$ cat config.mk
export PLATFORM = sky130hd
export DESIGN_NAME = tm1638_burst_flat
export DESIGN_NICKNAME = d
export VERILOG_FILES = /design/src/rtl/tm1638_burst_if.sv /design/src/rtl/tm1638_burst.sv /design/src/flat_wrapper.sv
export SDC_FILE = /design/constraint.sdc
export NUM_CORES = 1
export LEC_CHECK = 0
export ABC_AREA = 1
export CORE_ASPECT_RATIO = 1.5
export CORE_MARGIN = 1
export CORE_UTILIZATION = 57
export DETAILED_ROUTE_END_ITERATION = 6
export GPL_TIMING_DRIVEN = 0
export PLACE_DENSITY_LB_ADDON = 0.05
export SLEW_MARGIN = 20
export SYNTH_ARGS = -nofsm -noshare
export SYNTH_HDL_FRONTEND = slang
export SYNTH_SLANG_ARGS = --single-unit
$ cat constraint.sdc
create_clock -name clk -period 3.2 [get_ports clk]
set_clock_uncertainty 0.1 [all_clocks]
set_input_delay 0.8 -clock clk [delete_from_list [all_inputs] [get_ports clk]]
set_output_delay 0.8 -clock clk [all_outputs]
set_load 0.02 [all_outputs]
$ cat src/rtl/tm1638_burst_if.sv
// Bus between the LED/key register block (master) and the TM1638 burst engine (slave).
// With TM1638_BURST_AUTOINC_EN defined, the bus also carries the 4-bit display address.
interface tm1638_burst_if #(
  parameter int LEN_W = 5
);
  logic             start;
  logic             rw;
  logic [7:0]       cmd;
  logic [LEN_W-1:0] len;
  logic [7:0]       wr_data;
  logic             wr_valid;
  logic             wr_ready;
  logic [7:0]       rd_data;
  logic             rd_valid;
  logic             busy;
  logic             done;
  logic             stb;
  logic             sclk;
  logic             dio_in;
  logic             dio_out;
  logic             dio_oe;
`ifdef TM1638_BURST_AUTOINC_EN
  logic [3:0]       addr;

  modport master (
    output start, rw, cmd, len, addr, wr_data, wr_valid, dio_in,
    input  wr_ready, rd_data, rd_valid, busy, done, stb, sclk, dio_out, dio_oe
  );
  modport slave (
    input  start, rw, cmd, len, addr, wr_data, wr_valid, dio_in,
    output wr_ready, rd_data, rd_valid, busy, done, stb, sclk, dio_out, dio_oe
  );
`else
  modport master (
    output start, rw, cmd, len, wr_data, wr_valid, dio_in,
    input  wr_ready, rd_data, rd_valid, busy, done, stb, sclk, dio_out, dio_oe
  );
  modport slave (
    input  start, rw, cmd, len, wr_data, wr_valid, dio_in,
    output wr_ready, rd_data, rd_valid, busy, done, stb, sclk, dio_out, dio_oe
  );
`endif
endinterface

$ cat src/rtl/tm1638_burst.sv
// TM1638 transaction engine: STB frame, command byte, then 0..MAX_LEN data bytes either way.
// Define TM1638_BURST_AUTOINC_EN for a second write frame carrying 0xC0|addr before the data.
module tm1638_burst #(
  parameter int HALF_DIV = 3,
  parameter int MAX_LEN  = 16,
  parameter int LEN_W    = 5,
  parameter int STB_GAP  = 2,
  parameter int RD_GAP   = 12
) (
  input  logic          clk,
  input  logic          rst,
  tm1638_burst_if.slave bus
);
  localparam int BIT_LEN = 2 * HALF_DIV;
  localparam int CNT_MAX = (BIT_LEN > STB_GAP) ? ((BIT_LEN > RD_GAP) ? BIT_LEN : RD_GAP)
                                               : ((STB_GAP > RD_GAP) ? STB_GAP : RD_GAP);
  localparam int CNT_W   = $clog2(CNT_MAX + 1);
  localparam logic [LEN_W-1:0] MAX_LEN_V = LEN_W'(MAX_LEN);

  localparam logic [2:0] S_IDLE  = 3'd0;
  localparam logic [2:0] S_SETUP = 3'd1;
  localparam logic [2:0] S_CMD   = 3'd2;
  localparam logic [2:0] S_GAP   = 3'd3;
  localparam logic [2:0] S_LOAD  = 3'd4;
  localparam logic [2:0] S_DATA  = 3'd5;
  localparam logic [2:0] S_HOLD  = 3'd6;
  localparam logic [2:0] S_FGAP  = 3'd7;

  logic [2:0]       state_reg;
  logic [CNT_W-1:0] cnt_reg;
  logic [2:0]       bit_reg;
  logic [7:0]       shift_reg;
  logic [7:0]       rx_reg;
  logic [7:0]       rx_next;
  logic [LEN_W-1:0] bytes_reg;
  logic [LEN_W-1:0] len_clamped;
  logic             rw_reg;
  logic             frame2_reg;
  logic             stb_reg;
  logic             sclk_reg;
  logic             dio_out_reg;
  logic             dio_oe_reg;
  logic [7:0]       rd_data_reg;
  logic             rd_valid_reg;
  logic             done_reg;
`ifdef TM1638_BURST_AUTOINC_EN
  logic [3:0]       addr_reg;
`endif

  assign rx_next     = {bus.dio_in, rx_reg[7:1]};
  assign len_clamped = (bus.len > MAX_LEN_V) ? MAX_LEN_V : bus.len;

  always_ff @(posedge clk) begin
    if (rst) begin
      state_reg    <= S_IDLE;
      cnt_reg      <= '0;
      bit_reg      <= '0;
      shift_reg    <= '0;
      rx_reg       <= '0;
      bytes_reg    <= '0;
      rw_reg       <= 1'b0;
      frame2_reg   <= 1'b0;
      stb_reg      <= 1'b1;
      sclk_reg     <= 1'b1;
      dio_out_reg  <= 1'b0;
      dio_oe_reg   <= 1'b0;
      rd_data_reg  <= '0;
      rd_valid_reg <= 1'b0;
      done_reg     <= 1'b0;
`ifdef TM1638_BURST_AUTOINC_EN
      addr_reg     <= '0;
`endif
    end else begin
      rd_valid_reg <= 1'b0;
      done_reg     <= 1'b0;
      case (state_reg)
        S_IDLE: begin
          // done_reg high means this is the enforced STB-high cycle after a frame
          if (bus.start && !done_reg) begin
            rw_reg    <= bus.rw;
            shift_reg <= bus.cmd;
            bytes_reg <= len_clamped;
            stb_reg   <= 1'b0;
            cnt_reg   <= '0;
            state_reg <= S_SETUP;
`ifdef TM1638_BURST_AUTOINC_EN
            frame2_reg <= bus.rw && (len_clamped != '0);
            addr_reg   <= bus.addr;
`else
            frame2_reg <= 1'b0;
`endif
          end
        end
        S_SETUP: begin
          if (cnt_reg == CNT_W'(STB_GAP - 1)) begin
            cnt_reg     <= '0;
            bit_reg     <= '0;
            sclk_reg    <= 1'b0;
            dio_oe_reg  <= 1'b1;
            dio_out_reg <= shift_reg[0];
            state_reg   <= S_CMD;
          end else begin
            cnt_reg <= cnt_reg + CNT_W'(1);
          end
        end
        S_CMD, S_DATA: begin
          if (cnt_reg == CNT_W'(HALF_DIV - 1))
            sclk_reg <= 1'b1;
          if (cnt_reg != CNT_W'(BIT_LEN - 1)) begin
            cnt_reg <= cnt_reg + CNT_W'(1);
          end else begin
            cnt_reg <= '0;
            rx_reg  <= rx_next;
            if (bit_reg != 3'd7) begin
              bit_reg     <= bit_reg + 3'd1;
              sclk_reg    <= 1'b0;
              shift_reg   <= {1'b0, shift_reg[7:1]};
              dio_out_reg <= dio_oe_reg & shift_reg[1];
            end else if (state_reg == S_CMD) begin
              if (bytes_reg == '0 || frame2_reg) begin
                dio_oe_reg  <= 1'b0;
                dio_out_reg <= 1'b0;
                state_reg   <= S_HOLD;
              end else if (rw_reg) begin
                state_reg <= S_LOAD;
              end else begin
                dio_oe_reg  <= 1'b0;
                dio_out_reg <= 1'b0;
                state_reg   <= S_GAP;
              end
            end else begin
              if (!rw_reg) begin
                rd_data_reg  <= rx_next;
                rd_valid_reg <= 1'b1;
              end
              bytes_reg <= bytes_reg - LEN_W'(1);
              if (bytes_reg == LEN_W'(1)) begin
                dio_oe_reg  <= 1'b0;
                dio_out_reg <= 1'b0;
                state_reg   <= S_HOLD;
              end else if (rw_reg) begin
                state_reg <= S_LOAD;
              end else begin
                bit_reg  <= '0;
                sclk_reg <= 1'b0;
              end
            end
          end
        end
        S_GAP: begin
          if (cnt_reg == CNT_W'(RD_GAP - 1)) begin
            cnt_reg   <= '0;
            bit_reg   <= '0;
            sclk_reg  <= 1'b0;
            state_reg <= S_DATA;
          end else begin
            cnt_reg <= cnt_reg + CNT_W'(1);
          end
        end
        S_LOAD: begin
          // a stall simply parks here with sclk high and dio_out frozen
          if (bus.wr_valid) begin
            shift_reg   <= bus.wr_data;
            dio_out_reg <= bus.wr_data[0];
            sclk_reg    <= 1'b0;
            cnt_reg     <= '0;
            bit_reg     <= '0;
            state_reg   <= S_DATA;
          end
        end
        S_HOLD: begin
          if (cnt_reg == CNT_W'(STB_GAP - 1)) begin
            cnt_reg <= '0;
            stb_reg <= 1'b1;
            if (frame2_reg) begin
              frame2_reg <= 1'b0;
              state_reg  <= S_FGAP;
            end else begin
              done_reg  <= 1'b1;
              state_reg <= S_IDLE;
            end
          end else begin
            cnt_reg <= cnt_reg + CNT_W'(1);
          end
        end
        default: begin
`ifdef TM1638_BURST_AUTOINC_EN
          if (cnt_reg == CNT_W'(STB_GAP - 1)) begin
            cnt_reg   <= '0;
            stb_reg   <= 1'b0;
            shift_reg <= {4'hC, addr_reg};
            state_reg <= S_SETUP;
          end else begin
            cnt_reg <= cnt_reg + CNT_W'(1);
          end
`else
          state_reg <= S_IDLE;
`endif
        end
      endcase
    end
  end

  assign bus.busy     = (state_reg != S_IDLE);
  assign bus.wr_ready = (state_reg == S_LOAD);
  assign bus.rd_data  = rd_data_reg;
  assign bus.rd_valid = rd_valid_reg;
  assign bus.done     = done_reg;
  assign bus.stb      = stb_reg;
  assign bus.sclk     = sclk_reg;
  assign bus.dio_out  = dio_out_reg;
  assign bus.dio_oe   = dio_oe_reg;
endmodule
$ cat src/flat_wrapper.sv
// flat-port wrapper written by rule: the top's interface ports become plain ports
module tm1638_burst_flat 
#(
  parameter int HALF_DIV = 3,
  parameter int MAX_LEN  = 16,
  parameter int LEN_W    = 5,
  parameter int STB_GAP  = 2,
  parameter int RD_GAP   = 12
)
  (clk, rst, bus_start, bus_rw, bus_cmd, bus_len, bus_wr_data, bus_wr_valid, bus_dio_in, bus_wr_ready, bus_rd_data, bus_rd_valid, bus_busy, bus_done, bus_stb, bus_sclk, bus_dio_out, bus_dio_oe);
  tm1638_burst_if #(.LEN_W(LEN_W)) bus_i ();
  input  logic clk;
  input  logic rst;
  input wire logic [$bits(bus_i.start)-1:0] bus_start;
  input wire logic [$bits(bus_i.rw)-1:0] bus_rw;
  input wire logic [$bits(bus_i.cmd)-1:0] bus_cmd;
  input wire logic [$bits(bus_i.len)-1:0] bus_len;
  input wire logic [$bits(bus_i.wr_data)-1:0] bus_wr_data;
  input wire logic [$bits(bus_i.wr_valid)-1:0] bus_wr_valid;
  input wire logic [$bits(bus_i.dio_in)-1:0] bus_dio_in;
  output wire logic [$bits(bus_i.wr_ready)-1:0] bus_wr_ready;
  output wire logic [$bits(bus_i.rd_data)-1:0] bus_rd_data;
  output wire logic [$bits(bus_i.rd_valid)-1:0] bus_rd_valid;
  output wire logic [$bits(bus_i.busy)-1:0] bus_busy;
  output wire logic [$bits(bus_i.done)-1:0] bus_done;
  output wire logic [$bits(bus_i.stb)-1:0] bus_stb;
  output wire logic [$bits(bus_i.sclk)-1:0] bus_sclk;
  output wire logic [$bits(bus_i.dio_out)-1:0] bus_dio_out;
  output wire logic [$bits(bus_i.dio_oe)-1:0] bus_dio_oe;
  assign bus_i.start = bus_start;
  assign bus_i.rw = bus_rw;
  assign bus_i.cmd = bus_cmd;
  assign bus_i.len = bus_len;
  assign bus_i.wr_data = bus_wr_data;
  assign bus_i.wr_valid = bus_wr_valid;
  assign bus_i.dio_in = bus_dio_in;
  assign bus_wr_ready = bus_i.wr_ready;
  assign bus_rd_data = bus_i.rd_data;
  assign bus_rd_valid = bus_i.rd_valid;
  assign bus_busy = bus_i.busy;
  assign bus_done = bus_i.done;
  assign bus_stb = bus_i.stb;
  assign bus_sclk = bus_i.sclk;
  assign bus_dio_out = bus_i.dio_out;
  assign bus_dio_oe = bus_i.dio_oe;
  tm1638_burst #(.HALF_DIV(HALF_DIV), .MAX_LEN(MAX_LEN), .LEN_W(LEN_W), .STB_GAP(STB_GAP), .RD_GAP(RD_GAP)) u_core (.clk(clk), .rst(rst), .bus(bus_i));
endmodule
; ---- Word-level counts from Yosys, hierarchy flattened
; Cells that the tools add are included.
[word_totals]
reg_bits = 47
elab_cells = 153
[op_classes]
bitwise_logic = 8
order_cmp = 1
n_reduce_logical = 29
add_sub_neg = 3
n_mux = 68
eq_ne = 29
[ops]
columns = cell, n
row1 = 3-bit 2-to-1 mux, 21
row2 = 8-bit 2-to-1 mux, 4
row3 = 5-bit 2-to-1 mux, 5
row4 = 8-bit case mux with 3 select lines, 1
row5 = 1-bit 2-to-1 mux, 23
row6 = 4-bit 2-to-1 mux, 5
row7 = 4-bit case mux with 5 select lines, 1
row8 = 3-bit case mux with 6 select lines, 1
row9 = 8-bit AND reduction, 2
row10 = 5-bit AND reduction, 3
row11 = 3-bit case mux with 4 select lines, 1
row12 = 6-bit AND reduction, 2
row13 = "2-bit by 1-bit inequality test with 1-bit output, second input constant", 5
row14 = 5-bit case mux with 2 select lines, 1
row15 = "3-bit equality test, second input constant", 3
row16 = 3-bit nonzero test, 3
row17 = "2-bit inequality test, second input constant", 4
row18 = "4-bit by 1-bit inequality test with 1-bit output, second input constant", 2
row19 = 1-bit NOT, 7
row20 = "3-bit by 2-bit equality test with 1-bit output, second input constant", 2
row21 = "3-bit by 2-bit inequality test with 1-bit output, second input constant", 2
row22 = "3-bit inequality test, second input constant", 2
row23 = 1-bit case mux with 2 select lines, 3
row24 = 3-bit AND reduction, 2
row25 = other kinds (29), 33

; ---- Depth between registers and ports, before layout
[logic_depth]
word_depth = 8
depth_mapped = 12
ltp_nobuf = 12

; ---- Least setup slack after synthesis
; OpenSTA, ideal clock, no wires.
[synth_path]
path_kind = in2reg
startpoint = input rst
endpoint = register u_core.rd_data_reg[0], in the netlist u_core.bus.rd_data[0]
cell_stages = 5
setup_slack_ps = 1412
t_arrival_ps = 1572
required_time_ps = 2984
setup_ps = 116
cell_sequence = clkbuf_1 > clkinv_1 > clkbuf_1 > o21ai_0 > nor2_1
[synth_lines]
columns = item, line
row1 = start: declaration, flat_wrapper.sv:13  ; input logic rst;
row2 = end signal: assignment, tm1638_burst.sv:133  ; rd_data_reg <= rx_next;
row3 = end: declaration, tm1638_burst.sv:43  ; logic [7:0] rd_data_reg;

; ---- Worst setup path in the final report
[layout_path]
startpoint = register u_core.state_reg[0]
endpoint = output bus_wr_ready
[layout_between]
elab_chain_cells = 1
[layout_rtl]
columns = item, line
row1 = start: declaration, tm1638_burst.sv:29  ; logic [2:0] state_reg;
row2 = start signal: assignment, tm1638_burst.sv:55  ; state_reg <= S_IDLE;
row3 = start signal: assignment, tm1638_burst.sv:85  ; state_reg <= S_SETUP;
row4 = start signal: assignment, tm1638_burst.sv:101  ; state_reg <= S_CMD;
row5 = 3-bit equality test, tm1638_burst.sv:205  ; assign bus.wr_ready = (state_reg == S_LOAD);
row6 = end: declaration, flat_wrapper.sv:21  ; output wire logic [$bits(bus_i.wr_ready)-1:0] bus_wr_ready;
; Every way passes these cells.

==> reports/metrics.cfg <==
[sta]
finalSetupViolCount=0
hold_violations=0
finalMaxSlewViolations=0
final.setup.tns_ps=0
hold_ws_ps=384.2
post-route-period-util=0.8563
fin_ws_ps=459.8
slew_headroom=0.7297
fin_crit_ps=2740
worstMarginPinSlew_ps=405.5
fmax_ghz=0.3649
rsz0062_at_grt=no

[critical_path]
cp_max_fo=10
critPathLaunchType=flip-flop
reg2regPathDepth=7
crit_required_ps=2300
crit_path_max_incr_delay_ps=630
cpLargestDelayFamily=buffers and inverters
crit_type=reg2out
critPathArrivalTime_ps=1840
path_cells=buf_4 -> nor2_4 -> nand2_2 -> inv_2 -> clkdlybuf4s50_1
reg2reg_from=u_core.cnt_reg[0]$_SDFFE_PP0P_
r2r_end=u_core.shift_reg[3]$_SDFFE_PP0P_
reg2reg_slack_ps=1310
cp_slowest_cell=clkdlybuf4s50_1
worst-path-buf-inv=3
end_kind=output pin

[placed_design]
dpl.cell_count=478
portBuffers=41
dp_hpwl_um=4630
gp_congestion=0.9345
dpl_worst_slack_ps=797.1
place_area_um2=3030

[layout]
instances_no_fill=486
utilization=0.7297
multi_input_area_um2=1449
syn_to_final_growth_pct=21.92
nFillCells=384
drive_gt1_frac=0.09545
final_common_cell=nand2_1
finalNetCount=474
diodes=0
fin_area_um2=3124
most-common-layout-cells=nand2_1, nor2_1, dfxtp_1
seqCellArea_um2=900.9

[pwr]
p_total_mw=2.372
p_sw_mw=1.080
swShare=0.4554
p_comb_frac=0.531
power_density_nw_per_um2=759.3
vdd_drop_max_uv=483.4
pwr-share-clk=0.161
internal_power_mw=1.292
leakage_nw=1.457
pwr-share-seq=0.308

[drt]
via_count=2572
via_per_inst=5.292
drtIter0Drc=116
post_drt_wl_per_cell_um=12.55
drt_wl_total_um=6097
drt_pass1_iterations=6
drc=4
detail-route-antenna-nets=0

[min_path]
min_to=u_core.bit_reg[1]$_SDFFE_PP0P_
hold_path_depth=2
hold_path.class=reg2reg
min-delay-start=u_core.bit_reg[1]$_SDFFE_PP0P_

[die]
die_area_um2=4773
rows=29
die_y_um=84.12
core_area_um2=4282
start_util=0.5985
io_pins=43
die_w_um=56.75

[clocking]
clkTransAtPathRegs_ps=100
clock_latency_ps=310
hold_buffers=0
h-tree-depth=2
cts_root_buf=clkbuf_8
clock_path_buffers=2
post_cts_buffers=0
cts_sinks=45
cts_buffers=5
cts_tree=yes
cts_resized=0

[grt]
grt_usage=0.2781
grt_pass1_vias=2496
grt_max_degree=17
grt_first_pass_wirelength_um=10490
antenna_found_initial=0
global_route.overflow_total=0

[yosys]
yosys-top-cells-area=dfxtp_1, nand2_1, nor2_1
syn_inst=391
async_flop_share=0
syn_area_um2=2562
synth_top_area_share=0.3516
ys.flop_type=dfxtp_1
synth_seq_area_share=0.3516
yosysTopAreaCell=dfxtp_1
synth.avg_cell_area_um2=6.554
yosysUniqueCellTypes=34
synth_warnings=0
synth_edf_count=0
ys_ff_latch=45
syn_nets=426

[run_status]
violations=design-rule violations
status=finished, violations left

[run]
maxCapViolCount=0

metal layers:
metal  GRT usage  part of all wire  vias to the layer above
li1            -                 -                     1325
met1      0.2802              0.40                     1176
met2      0.5314              0.52                       54
met3     0.05426             0.037                       17
met4      0.1308             0.036                        0
met5           0                 0                        -
worst max path at each step:
stage	end	depth (start not counted)	slack, ps	from
4_1_cts	bus_wr_ready	5	450	u_core.state_reg[0]$_SDFFE_PP0P_
5_1_grt	bus_wr_ready	5	390	u_core.state_reg[0]$_SDFFE_PP0P_
3_5_place_dp	u_core.shift_reg[3]$_SDFFE_PP0P_	9	800	bus_start
2_1_floorplan	u_core.bus.rd_data[0]$_SDFFE_PP0P_	5	1410	rst
3_3_place_gp	u_core.shift_reg[0]$_SDFFE_PP0P_	9	810	bus_start
6_report	bus_wr_ready	5	460	u_core.state_reg[0]$_SDFFE_PP0P_
synth_stat cells (3+ instances only):
cell type / number
nand2_1: 106
nor2_1: 89
dfxtp_1: 45
inv_1: 32
nand3_1: 24
o21ai_0: 23
a21oi_1: 9
ha_1: 8
a22oi_1: 6
inv_2: 5
nand3_2: 5
nand2_2: 4
nor2_2: 4
buf_2: 3
buf_6: 3
power groups by stage:
| stage | logic (mW) | clock network [mW] | registers [mW] |
|---|---|---|---|
| CTS | 1.25 | 0.384 | 0.730 |
| finish | 1.26 | 0.383 | 0.730 |
| detailed placement | 1.24 | 0 | 0.742 |
| floorplan | 0.943 | 0 | 0.744 |
| global placement | 1.22 | 0 | 0.738 |
| global route | 1.44 | 0.402 | 0.741 |
worst reg2reg max path, delay by kind of cell, from the launching register on:
kind / cells / cell delay (ps)
AO/OA/AOI/OAI: 1 / 240
adder cells (fa/ha/maj): 1 / 250
flip-flops: 1 / 420
buffers and inverters: 1 / 200
AND/OR/NAND/NOR: 4 / 560
kinds of logic (layout without fill, tap and decap cells):
kind of cell,after synthesis,in the layout,share of synthesized area
xor gates and xnor gates,3,3,0.01026
adders and majority gates,8,8,0.03906
DFF,45,45,0.3516
AOI/OAI and AO/OA,45,45,0.1030
buffers and inverters,48,97,0.08301
and+or+nand+nor,242,242,0.4131
cell type report:
| cell class | count | share of cell area |
|---|---|---|
| Buffer | 9 | 0.02042 |
| Clock buffer | 5 | 0.02203 |
| Clock inverter | 3 | 0.008010 |
| Inverter | 39 | 0.04766 |
| Multi-Input combinational cell | 298 | 0.4638 |
| Sequential cell | 45 | 0.2883 |
| Tap cell | 46 | 0.01842 |
| Timing Repair Buffer | 41 | 0.1314 |
Note: power is estimated with default switching activity, not from simulation.
